<file path="src/rtl/fetch_unit_pkg.sv">
// Shared core definitions: PC/instruction widths, bubble encoding and fetch FSM states.
package fetch_unit_pkg;

    localparam int unsigned PcWidth   = 25;
    localparam int unsigned InstWidth = 32;

    // add r0,r0,r0 encodes as all zeros.
    localparam logic [InstWidth-1:0] Bubble = '0;

    typedef enum logic [1:0] {
        StBoot,
        StRun,
        StHold,
        StSquash
    } fetch_state_e;

    // Word-addressed sequential successor; wraps naturally at 2^PcWidth.
    function automatic logic [PcWidth-1:0] pc_next(input logic [PcWidth-1:0] pc);
        return pc + PcWidth'(1);
    endfunction

endpackage

</file>
<file path="src/rtl/fetch_unit.sv">
// Instruction fetch stage: drives the BRAM address, pairs returning data with its PC,
// holds on decode stalls and squashes one cycle after a redirect.
module fetch_unit
    import fetch_unit_pkg::*;
(
    input  logic                 clk,
    input  logic                 rst,
    input  logic                 n_stall,
    input  logic                 dec_nstall,
    input  logic                 redirect,
    input  logic [PcWidth-1:0]   redirect_pc,
    output logic [PcWidth-1:0]   imem_addr,
    input  logic [InstWidth-1:0] imem_rdata,
    output logic [InstWidth-1:0] inst,
    output logic [PcWidth-1:0]   if_pc
);

    fetch_state_e         state_q, state_d;
    logic [PcWidth-1:0]   fpc_q, fpc_d;
    logic [PcWidth-1:0]   opc_q, opc_d;
    logic [InstWidth-1:0] hold_q, hold_d;

    always_comb begin
        state_d = state_q;
        fpc_d   = fpc_q;
        opc_d   = opc_q;
        hold_d  = hold_q;

        if (n_stall) begin
            if (redirect) begin
                fpc_d   = redirect_pc;
                state_d = StSquash;
            end else begin
                unique case (state_q)
                    StBoot, StSquash: begin
                        fpc_d   = pc_next(fpc_q);
                        opc_d   = fpc_q;
                        state_d = StRun;
                    end
                    StRun: begin
                        if (dec_nstall) begin
                            fpc_d = pc_next(fpc_q);
                            opc_d = fpc_q;
                        end else begin
                            hold_d  = imem_rdata;
                            state_d = StHold;
                        end
                    end
                    StHold: begin
                        // The BRAM has been re-reading fpc during the hold, so leaving
                        // HOLD pairs that word with fpc and moves the read one ahead.
                        if (dec_nstall) begin
                            fpc_d   = pc_next(fpc_q);
                            opc_d   = fpc_q;
                            state_d = StRun;
                        end
                    end
                    default: state_d = StBoot;
                endcase
            end
        end
    end

    always_comb begin
        inst  = Bubble;
        if_pc = '0;
        unique case (state_q)
            StRun: begin
                inst  = imem_rdata;
                if_pc = opc_q;
            end
            StHold: begin
                inst  = hold_q;
                if_pc = opc_q;
            end
            default: begin
                inst  = Bubble;
                if_pc = '0;
            end
        endcase
    end

    assign imem_addr = fpc_q;

    always_ff @(posedge clk) begin
        if (rst) begin
            state_q <= StBoot;
            fpc_q   <= '0;
            opc_q   <= '0;
            hold_q  <= '0;
        end else begin
            state_q <= state_d;
            fpc_q   <= fpc_d;
            opc_q   <= opc_d;
            hold_q  <= hold_d;
        end
    end

endmodule

</file>
<file path="config.mk">
export PLATFORM = sky130hd
export DESIGN_NAME = fetch_unit
export DESIGN_NICKNAME = d
export VERILOG_FILES = /design/src/rtl/fetch_unit_pkg.sv /design/src/rtl/fetch_unit.sv
export SDC_FILE = /design/constraint.sdc
export NUM_CORES = 1
export LEC_CHECK = 0
export CAP_MARGIN = 20
export CORE_MARGIN = 1
export CORE_UTILIZATION = 50
export DETAILED_ROUTE_END_ITERATION = 10
export GPL_ROUTABILITY_DRIVEN = 0
export PLACE_DENSITY_LB_ADDON = 0.1
export SYNTH_ARGS = -nofsm -noshare
export SYNTH_HDL_FRONTEND = slang
export SYNTH_SLANG_ARGS = --single-unit
</file>
<file path="constraint.sdc">
create_clock -name clk -period 5.8 [get_ports clk]
set_input_delay 0.87 -clock clk [delete_from_list [all_inputs] [get_ports clk]]
set_output_delay 0.87 -clock clk [all_outputs]
set_load 0.02 [all_outputs]
</file>
==> flow_summary.json <==
{
  "status": "finished, final reports clean",
  "ys_seq_area_frac": 0.391,
  "power.leakage_nw": 2.05,
  "syn_area_um2": 4300,
  "combPwrFrac": 0.189,
  "port_buffers": 143,
  "max_slew_margin": 0.296,
  "ant_nets": 0,
  "antennaDiodeCount": 0,
  "die-width_um": 94.8,
  "fmax_mhz": 294,
  "yosysWarningCount": 0,
  "vias": 4704,
  "first_pass_iters": 5,
  "setup_viol": 0,
  "hold_depth": 2,
  "synth-simple-area-share": 0.303,
  "route.met3.wl_um": 1020,
  "synthTopCellsByArea": "dfxtp_1, nand2_1, a21oi_1, a22oi_1, nor2b_1",
  "synth-xor-area-share": 0,
  "required_ns": 4.93,
  "crit_arrival_ns": 2.53,
  "regArea_um2": 1680,
  "p_sw_frac": 0.275,
  "ys.flop_type": "dfxtp_1",
  "initial_core_util": 0.521,
  "design.core.area_um2": 8260,
  "die-area_um2": 8980,
  "drive_gt1_frac": 0.0453,
  "drc": 0,
  "cts_tree": "built",
  "grt.total_usage": 0.280,
  "clk_pin_slew_worst_paths_ns": 0.08,
  "detail_route.wirelength_um": 12600,
  "grt_max_degree": 61,
  "clk_path_buf_depth": 2,
  "tightest_slew_ns": 1.06,
  "peakVddDrop_v": 0.000144,
  "wl_met1_um": 5570,
  "hold_violations": 0,
  "gr-total-overflow": 0,
  "ys_types": 46,
  "async_flop_share": 0,
  "drt_iter0_drc": 429,
  "p_int_w": 0.00101,
  "synth_edf_count": 0,
  "synth_top_family_by_area": "simple AND/OR/NAND/NOR gates",
  "syn-instance-count": 588,
  "fillers": 687,
  "avgRoutedWirePerCell_um": 15.5,
  "highest_layer": "met4",
  "layout_min_cycle_time_ns": 3.40,
  "final_util": 0.729,
  "syn_avg_cell_area_um2": 7.32,
  "grt_pass1_wl_um": 19900,
  "p_sw_w": 0.000382,
  "power_density_nw_per_um2": 231,
  "post-dp-hpwl_um": 8650,
  "maxCapViolations": 0,
  "synthMuxAreaShare": 0.0140,
  "final-max-slew-violation-count": 0,
  "clk_latency_ns": 0.35,
  "hold_path.class": "reg -> reg",
  "clkPwrFrac": 0.361,
  "syn_to_final_growth_pct": 39.9,
  "cts_num_sinks": 84,
  "rsz0062_at_grt": "false",
  "cts_root_buf": "clkbuf_8",
  "multi_input_area_um2": 2420,
  "cts-hold-fix-buffers": 0,
  "postCtsSetupBuffers": 0,
  "fin_tns_setup_ns": 0,
  "syn-num-nets": 653,
  "end_kind": "primary output",
  "synth_compound_area_frac": 0.235,
  "r2r_cells": 8,
  "htree_levels": 3,
  "skew_ns": 0.00801,
  "path_max_fanout": 60,
  "synthAdderAreaFrac": 0.00872,
  "ios": 144,
  "ys_ff_latch": 84,
  "wl_met2_um": 5870,
  "rows": 33,
  "nets": 767,
  "crit_type": "reg -> out",
  "startpoint_type": "flip-flop",
  "seqPwrFrac": 0.450,
  "die_h_um": 94.8,
  "post-route-period-util": 0.587,
  "grt_pass1_vias": 4104,
  "synth_area_leader_cell": "dfxtp_1",
  "cts-resized-gates": 0,
  "grt_antenna_before_repair": 0,
  "cts_buffers": 9,
  "yosys.area.top_type_share": 0.391,
  "via_per_inst": 5.80
}
-- kinds of logic after synthesis --
group | count (synthesis)
buffers and inverters | 55
and+or+nand+nor | 277
adders and majority gates | 3
DFF | 84
muxes | 6
AOI/OAI and AO/OA | 163
-- through the flow --
stage	hold slack (ns)	instance area (um2)	cells	total power, W	setup WS, ns
after CTS	0.453	5990	808	0.00139	2.39
after floorplan	0.432	4300	588	0.000773	3.50
after global placement	0.439	5720	792	0.000893	2.43
after global routing	0.469	6020	811	0.00145	2.24
final	0.451	6020	811	0.00139	2.40
after detailed placement	0.442	5750	793	0.000897	2.27
-- worst max-delay path, stage by stage (launching register included) --
cell	delay [ns]
dfxtp_1	0.34
inv_1	0.07
ha_2	1.03
nor2_1	0.16
clkdlybuf4s50_1	0.59
-- flip-flops by register name (all words and copies together), names as in the netlist --
name,flops
state_q,2
imem_addr,25
opc_q,25
hold_q,32
-- power groups by stage --
| stage | logic (W) | clock network (W) | registers (W) |
|---|---|---|---|
| 2_1_floorplan | 0.000133 | 0 | 0.000640 |
| 3_3_place_gp | 0.000255 | 0 | 0.000638 |
| 3_5_place_dp | 0.000259 | 0 | 0.000638 |
| 4_1_cts | 0.000261 | 0.000504 | 0.000624 |
| 5_1_grt | 0.000284 | 0.000533 | 0.000629 |
| 6_report | 0.000263 | 0.000502 | 0.000626 |
-- path summary, 6_finish.rpt --
path | from | to | slack [ns]
setup reg to reg | state_q[0] | imem_addr[10] | 2.86
hold reg to reg | opc_q[2] | opc_q[2] | 0.45
hold / removal | opc_q[2] | opc_q[2] | 0.45
setup / recovery | state_q[0] | inst[14] | 2.40
-- cell usage after synthesis (2+ instances only) --
library cell and instances:
a211oi_1 4, a21o_1 2, a21oi_1 74, a22oi_1 39
a31oi_1 8, and2_1 3, and3_1 8, and4_1 3
buf_2 3, clkbuf_1 45, dfxtp_1 84, ha_1 3
inv_1 6, mux2i_1 6, nand2_1 140, nand3_1 17
nand4_1 7, nor2_1 44, nor2b_1 30, nor3_1 6
nor3b_1 3, nor4_1 3, o211ai_1 2, o21ai_0 14
o22ai_1 2, o31ai_1 4, o41ai_1 4, or3_1 4
or4_1 3
-- layout make-up --
type | instances | area share
inverter | 6 | 0.00374
timing repair buffer | 152 | 0.253
clock buffer | 11 | 0.0235
multi-input combinational | 449 | 0.402
sequential | 84 | 0.279
clock inverter | 4 | 0.0162
tap | 105 | 0.0218
-- layer usage --
layer  vias up  track usage
met4         0       0.0745
met1      2182        0.394
met5         -            0
li1       2294            -
met2       217        0.433
met3        11       0.0548
-- cell usage in the layout, fill, tap and decap left out, types with 2 or more instances in the layout --
cell type and instances:
clkdlybuf4s50_1 142, nand2_1 140, dfxtp_1 84, a21oi_1 74, nor2_1 44, a22oi_1 39, nor2b_1 30, nand3_1 17
o21ai_0 13, clkbuf_8 10, and3_1 8, a31oi_1 8, nand4_1 7, inv_1 6, mux2i_1 6, nor3_1 6
buf_4 6, or3_1 4, o41ai_1 4, a211oi_1 4, nor4_1 3, and4_1 3, nor3b_1 3, and2_1 3
or4_1 3, o31ai_1 3, bufinv_16 3, a21o_1 2, o211ai_1 2, o22ai_1 2, ha_1 2
No activity file was read; power rests on OpenSTA's default activity.
